--- src/rtl/veririsc_pkg.sv ---
// Shared definitions for the VeriRISC instruction sequencer.
// Holds the opcode encodings, the phase enumeration, the ISA width constants
// and small helpers shared by the controller and its phase counter.
// Optional build macro used by the controller: VERIRISC_CTRL_STEP_EN.
package veririsc_pkg;

  localparam int unsigned OPCODE_WIDTH = 3;
  localparam int unsigned PHASE_WIDTH  = 3;

  localparam logic [OPCODE_WIDTH-1:0] HLT = 3'd0;
  localparam logic [OPCODE_WIDTH-1:0] SKZ = 3'd1;
  localparam logic [OPCODE_WIDTH-1:0] ADD = 3'd2;
  localparam logic [OPCODE_WIDTH-1:0] AND = 3'd3;
  localparam logic [OPCODE_WIDTH-1:0] XOR = 3'd4;
  localparam logic [OPCODE_WIDTH-1:0] LDA = 3'd5;
  localparam logic [OPCODE_WIDTH-1:0] STO = 3'd6;
  localparam logic [OPCODE_WIDTH-1:0] JMP = 3'd7;

  typedef enum logic [PHASE_WIDTH-1:0] {
    INST_ADDR  = 3'd0,
    INST_FETCH = 3'd1,
    INST_LOAD  = 3'd2,
    IDLE       = 3'd3,
    OP_ADDR    = 3'd4,
    OP_FETCH   = 3'd5,
    ALU_OP     = 3'd6,
    STORE      = 3'd7
  } phase_t;

  // STORE + 1 wraps to INST_ADDR through the natural 3-bit overflow.
  function automatic phase_t next_phase(input phase_t p);
    return phase_t'(p + 3'd1);
  endfunction

  // Instructions that read an operand and load the accumulator.
  function automatic logic is_aluop(input logic [OPCODE_WIDTH-1:0] op);
    return op inside {ADD, AND, XOR, LDA};
  endfunction

endpackage

--- src/rtl/veririsc_phase_counter.sv ---
// Eight-phase instruction counter for the VeriRISC sequencer.
// Ports:
//   clk   - rising-edge clock
//   rst   - asynchronous active-low reset, forces INST_ADDR
//   ena   - advance enable
//   hold  - freezes the phase even when enabled (halt / single-step gating)
//   phase - current phase
module veririsc_phase_counter
  import veririsc_pkg::*;
(
  input  logic   clk,
  input  logic   rst,
  input  logic   ena,
  input  logic   hold,
  output phase_t phase
);

  always_ff @(posedge clk or negedge rst) begin
    if (!rst) begin
      phase <= INST_ADDR;
    end else if (ena && !hold) begin
      phase <= next_phase(phase);
    end
  end

endmodule

--- src/rtl/veririsc_controller.sv ---
// VeriRISC instruction sequencer: steps an 8-phase counter per instruction
// and decodes phase/opcode/zero into memory, address-mux and register-load
// strobes for the IR, AC and PC datapath registers. Strobes are decoded
// combinationally so each is valid in the cycle before the loading edge.
// Build option: VERIRISC_CTRL_STEP_EN adds a single-step handshake that
// holds STORE until step=1.
// Ports:
//   clk, rst (async active-low), ena (phase advance enable)
//   opcode, zero       - IR opcode and accumulator-is-zero flag
//   step, step_wait    - single-step request/wait (VERIRISC_CTRL_STEP_EN only)
//   sel, rd, ld_ir, inc_pc, ld_pc, ld_ac, wr, data_e - datapath controls
//   halt               - sticky halted flag, cleared only by rst
//   phase              - current phase for debug
module veririsc_controller
  import veririsc_pkg::*;
(
  input  logic                    clk,
  input  logic                    rst,
  input  logic                    ena,
  input  logic [OPCODE_WIDTH-1:0] opcode,
  input  logic                    zero,
`ifdef VERIRISC_CTRL_STEP_EN
  input  logic                    step,
  output logic                    step_wait,
`endif
  output logic                    sel,
  output logic                    rd,
  output logic                    ld_ir,
  output logic                    inc_pc,
  output logic                    ld_pc,
  output logic                    ld_ac,
  output logic                    wr,
  output logic                    data_e,
  output logic                    halt,
  output logic [PHASE_WIDTH-1:0]  phase
);

  phase_t phase_q;
  logic   halt_q;
  logic   hlt_seen;
  logic   store_wait;
  logic   hold;
  logic   aluop;

  assign hlt_seen = !halt_q && (phase_q == OP_ADDR) && (opcode == HLT);

`ifdef VERIRISC_CTRL_STEP_EN
  assign store_wait = (phase_q == STORE) && !step;
  assign step_wait  = store_wait;
`else
  assign store_wait = 1'b0;
`endif

  // HLT is caught while still in OP_ADDR so the phase never leaves it.
  assign hold = halt_q | hlt_seen | store_wait;

  veririsc_phase_counter u_phase_counter (
    .clk   (clk),
    .rst   (rst),
    .ena   (ena),
    .hold  (hold),
    .phase (phase_q)
  );

  always_ff @(posedge clk or negedge rst) begin
    if (!rst) begin
      halt_q <= 1'b0;
    end else if (ena && hlt_seen) begin
      halt_q <= 1'b1;
    end
  end

  assign aluop = is_aluop(opcode);
  assign halt  = halt_q;
  assign phase = phase_q;

  always_comb begin
    sel    = 1'b0;
    rd     = 1'b0;
    ld_ir  = 1'b0;
    inc_pc = 1'b0;
    ld_pc  = 1'b0;
    ld_ac  = 1'b0;
    wr     = 1'b0;
    data_e = 1'b0;
    if (!halt_q) begin
      case (phase_q)
        INST_ADDR: begin
          sel = 1'b1;
        end
        INST_FETCH: begin
          sel = 1'b1;
          rd  = 1'b1;
        end
        INST_LOAD, IDLE: begin
          sel   = 1'b1;
          rd    = 1'b1;
          ld_ir = 1'b1;
        end
        OP_ADDR: begin
          inc_pc = (opcode != HLT);
        end
        OP_FETCH: begin
          rd = aluop;
        end
        ALU_OP: begin
          rd     = aluop;
          inc_pc = (opcode == SKZ) && zero;
          ld_pc  = (opcode == JMP);
          data_e = (opcode == STO);
        end
        STORE: begin
          // A STORE waiting on step keeps every strobe low so wr/ld_ac fire once.
          if (!store_wait) begin
            rd     = aluop;
            ld_ac  = aluop;
            ld_pc  = (opcode == JMP);
            wr     = (opcode == STO);
            data_e = (opcode == STO);
          end
        end
        default: begin
          sel = 1'b0;
        end
      endcase
    end
  end

endmodule

--- config.mk ---
export PLATFORM = sky130hd
export DESIGN_NAME = veririsc_controller
export DESIGN_NICKNAME = d
export VERILOG_FILES = /design/src/rtl/veririsc_pkg.sv /design/src/rtl/veririsc_phase_counter.sv /design/src/rtl/veririsc_controller.sv
export SDC_FILE = /design/constraint.sdc
export NUM_CORES = 1
export LEC_CHECK = 0
export CORE_AREA = 2 2 39 41
export DETAILED_ROUTE_END_ITERATION = 12
export DIE_AREA = 0 0 41 43
export GPL_ROUTABILITY_DRIVEN = 0
export GPL_TIMING_DRIVEN = 1
export PLACE_DENSITY = 0.51
export SYNTH_ARGS = -nofsm -noshare
export SYNTH_HDL_FRONTEND = slang
export SYNTH_HIERARCHICAL = 1
export SYNTH_SLANG_ARGS = --single-unit
--- constraint.sdc ---
create_clock -name clk -period 1.6 [get_ports clk]
set_input_delay 0.32 -clock clk [delete_from_list [all_inputs] [get_ports clk]]
set_output_delay 0.32 -clock clk [all_outputs]
set_load 0.02 [all_outputs]
==> summary.log <==
[critical_path] required time at the worst-slack endpoint 1.28 ns
[power_and_ir_drop] Leak 0.3188 nW
[layout] number of diodes added for antenna fixing 0
[clock_network] worst-case clock buffer depth 2
[critical_path] arrival time at the worst endpoint 1.39 ns
[timing] unrepaired setup endpoints after global routing yes
[clock_network] CTS tree built
[timing] Worst-Margin Slew 0.2376 ns
[clock_network] Worst-Skew Late Latency 0.23 ns
[timing] final setup violating endpoints 3
[synth] Unique masters post-synth 20
[drt] drt drc 0
[grt] global-route wire length before repair 1400 um
[clock_network] clock transition time at the flip-flop clock pins of the worst setup and hold paths 0.04 ns
[synth] Synth Register Bits 4
[timing] final setup slack of the worst path -0.1110 ns
[timing] worst clock skew 0.002358 ns
[power_and_ir_drop] overall power of the completed layout 1.200 mW
[layout] fraction of layout instances using a drive strength above 1 0.5909
[layout] Layout Area Growth over Synthesis 116.1%
[layout] most frequent standard cell in the layout excluding fill and tap cells sky130_fd_sc_hd__buf_4
[clock_network] number of buffers created by CTS 3
[timing] relative slew slack 0.8405
[synth] share of Yosys cell area claimed by the top area cell type 0.3390
[place] count of buffers inserted at the top-level ports 18
[layout] commonest non-fill, non-tap cells in the layout sky130_fd_sc_hd__buf_4 (19), sky130_fd_sc_hd__dlygate4sd2_1 (5)
[synth] Net Count, Synth 37
[power_and_ir_drop] power per cell area 1880 nW/um2
[grt] gr ovfl total 0
[critical_path] sort of element at the end of the critical path output pin
[synth] synthesized area per cell 10.18 um2
[timing] final-report max-slew violation count 0
[grt] number of global-route vias before repair 348
[timing] Fmax 584.5 MHz
[die] horizontal die dimension 41 um
[die] total number of placement rows 14
[timing] final critical delay including setup and external delays 1.711 ns
[synth] sequential-to-total area share from yosys stat 0.3390
[clock_network] CTS hold repair buffers 0
[drt] drt first pass iters 4
[clock_network] number of H-tree levels 1
[grt] global-route usage over all layers 0.1158
[layout] Final Net Count 76
[timing] fraction of the cycle the final worst path needs 1.069
[synth] count of mapped cells out of synthesis 29
[outcome] failing checks negative setup slack
[die] Starting Density 0.2134
[grt] number of antenna violations at the first check in global routing 0
[synth] post-synthesis instance area 295.3 um2
[die] Die Area 1763 um2
[clock_network] Clk Tree Root Cell sky130_fd_sc_hd__clkbuf_4
[drt] total detailed-routing wirelength 922 um
[place] half-perimeter wire length of the detailed placement result 750.7 um
[power_and_ir_drop] worst ir drop on vdd 1.007 mV
[timing] Final Hold Violating Endpoints 0
[grt] largest net degree at the start of global routing 7
[layout] fill cell total of the finished layout 147
[critical_path] CP Class reg2out
[die] Placeable Area 1384 um2
[synth] post-synth top area cell sky130_fd_sc_hd__dfrtp_1
[drt] routed len/inst 11.24 um
[min_path] Hold Crit Class in2async
[clock_network] CTS sink cnt 4
[timing] Post-Route Hold Slack 0.2982 ns
[critical_path] startpoint class of the critical path flip-flop
[die] count of pins on the block boundary 19
[outcome] run status complete, but fails checks
[drt] via/cell ratio 4.549
[synth] main area contributors after synthesis sky130_fd_sc_hd__dfrtp_1 (34%), sky130_fd_sc_hd__nor3_1 (6.8%), sky130_fd_sc_hd__xnor2_1 (5.9%)
[critical_path] maximum fanout along the worst path 4
[drt] number of vias after detailed routing 373
[synth] Yosys warnings 6
[timing] total negative slack -0.2138 ns
[die] chip height 43 um
[drt] antenna-violating nets left 0
[flow_run] number of violations of the max-capacitance limit 0
[drt] count of routing violations after the opening detailed-route iteration 2
[kinds of logic after synthesis]
logic type	synth area share
buffers and inverters	0.02543
AND/OR/NAND/NOR	0.3136
adder cells (fa/ha/maj)	0.04237
flip-flops	0.3390
XOR/XNOR	0.08900
multiplexers	0.05083
AO/OA/AOI/OAI	0.1398
[synth_stat cells]
cell / n
sky130_fd_sc_hd__dfrtp_1: 4
sky130_fd_sc_hd__nor3_1: 4
sky130_fd_sc_hd__inv_1: 2
sky130_fd_sc_hd__nor2_1: 2
sky130_fd_sc_hd__xnor2_1: 2
sky130_fd_sc_hd__a2111oi_2: 1
sky130_fd_sc_hd__a211oi_1: 1
sky130_fd_sc_hd__a31o_2: 1
sky130_fd_sc_hd__a41o_1: 1
sky130_fd_sc_hd__ha_1: 1
sky130_fd_sc_hd__mux2_4: 1
sky130_fd_sc_hd__nand2_1: 1
sky130_fd_sc_hd__nand2b_1: 1
sky130_fd_sc_hd__nand3b_1: 1
sky130_fd_sc_hd__nand4b_1: 1
sky130_fd_sc_hd__nor2b_4: 1
sky130_fd_sc_hd__nor3b_1: 1
sky130_fd_sc_hd__nor4b_1: 1
sky130_fd_sc_hd__or3b_1: 1
sky130_fd_sc_hd__xor2_1: 1
[report_power, final]
part / total [mW] / leakage (nW) / switching (mW) / internal, mW
registers: 0.224 / 0.0468 / 0.0659 / 0.158
clock network: 0.121 / 0.0138 / 0.0373 / 0.0836
logic: 0.854 / 0.258 / 0.424 / 0.430
total: 1.20 / 0.319 / 0.527 / 0.672
[layer usage]
| metal | share of wire | GRT usage | vias to the layer above | routed length, um |
|---|---|---|---|---|
| met5 | 0 | 0 | - | 0 |
| met4 | 0 | 0.06000 | 0 | 0 |
| met3 | 0.11 | 0.01571 | 0 | 103 |
| met2 | 0.46 | 0.1844 | 19 | 424 |
| met1 | 0.43 | 0.1429 | 169 | 393 |
| li1 | - | - | 185 | - |
[metrics by stage]
| stage | instance area, um2 | setup WS [ns] | utilization | instances |
|---|---|---|---|---|
| after floorplan | 314.1 | 0.01875 | - | 29 |
| after detailed placement | 619.3 | -0.8781 | 0.4476 | 77 |
| after global placement | 619.3 | -0.8692 | 0.4476 | 77 |
| final | 638.1 | -0.1110 | 0.4611 | 82 |
| after global routing | 638.1 | -0.1894 | 0.4611 | 82 |
| after CTS | 633.1 | -0.1366 | 0.4575 | 81 |
[path summary, 6_finish.rpt]
kind                                          start                  endpoint  slack (ns)  depth (start not counted)
setup / recovery                               halt                        wr       -0.11                          4
hold / removal                                  rst  u_phase_counter/phase[1]        0.30                          1
setup reg to reg           u_phase_counter/phase[1]  u_phase_counter/phase[1]        0.11                          6
hold reg to reg                                halt                      halt        0.61                          2
max in group asynchronous                       rst  u_phase_counter/phase[0]        1.11                          1
min in group clk                               halt                      halt        0.61                          2
[registers in the layout, summed over array words and instances, names as in the netlist]
register and count:
u_phase_counter/phase 3, halt 1
[critical path, cell delays in order (launching register included)]
cell                       delay (ns)
sky130_fd_sc_hd__dfrtp_1         0.39
sky130_fd_sc_hd__nand4b_1        0.22
sky130_fd_sc_hd__buf_4           0.17
sky130_fd_sc_hd__nor4b_4         0.20
sky130_fd_sc_hd__buf_4           0.18
[cell type report]
type / count / area (um2) / area share
sequential: 4 / 101.3 / 0.1588
clock buffer: 3 / 22.52 / 0.03529
multi-input combinational: 23 / 227.7 / 0.3569
tap: 16 / 20.02 / 0.03137
inverter: 2 / 7.507 / 0.01176
timing repair buffer: 34 / 259.0 / 0.4059
[repair_timing]
| item | in CTS | in global routing |
|---|---|---|
| hold endpoints to repair | 0 | 0 |
| pin swaps | 3 | 3 |
| setup endpoints to repair | 15 | 7 |
| buffers inserted | 1 | 1 |
| gates resized for setup | 52 | 10 |
Note: power is estimated with default switching activity, not from simulation.
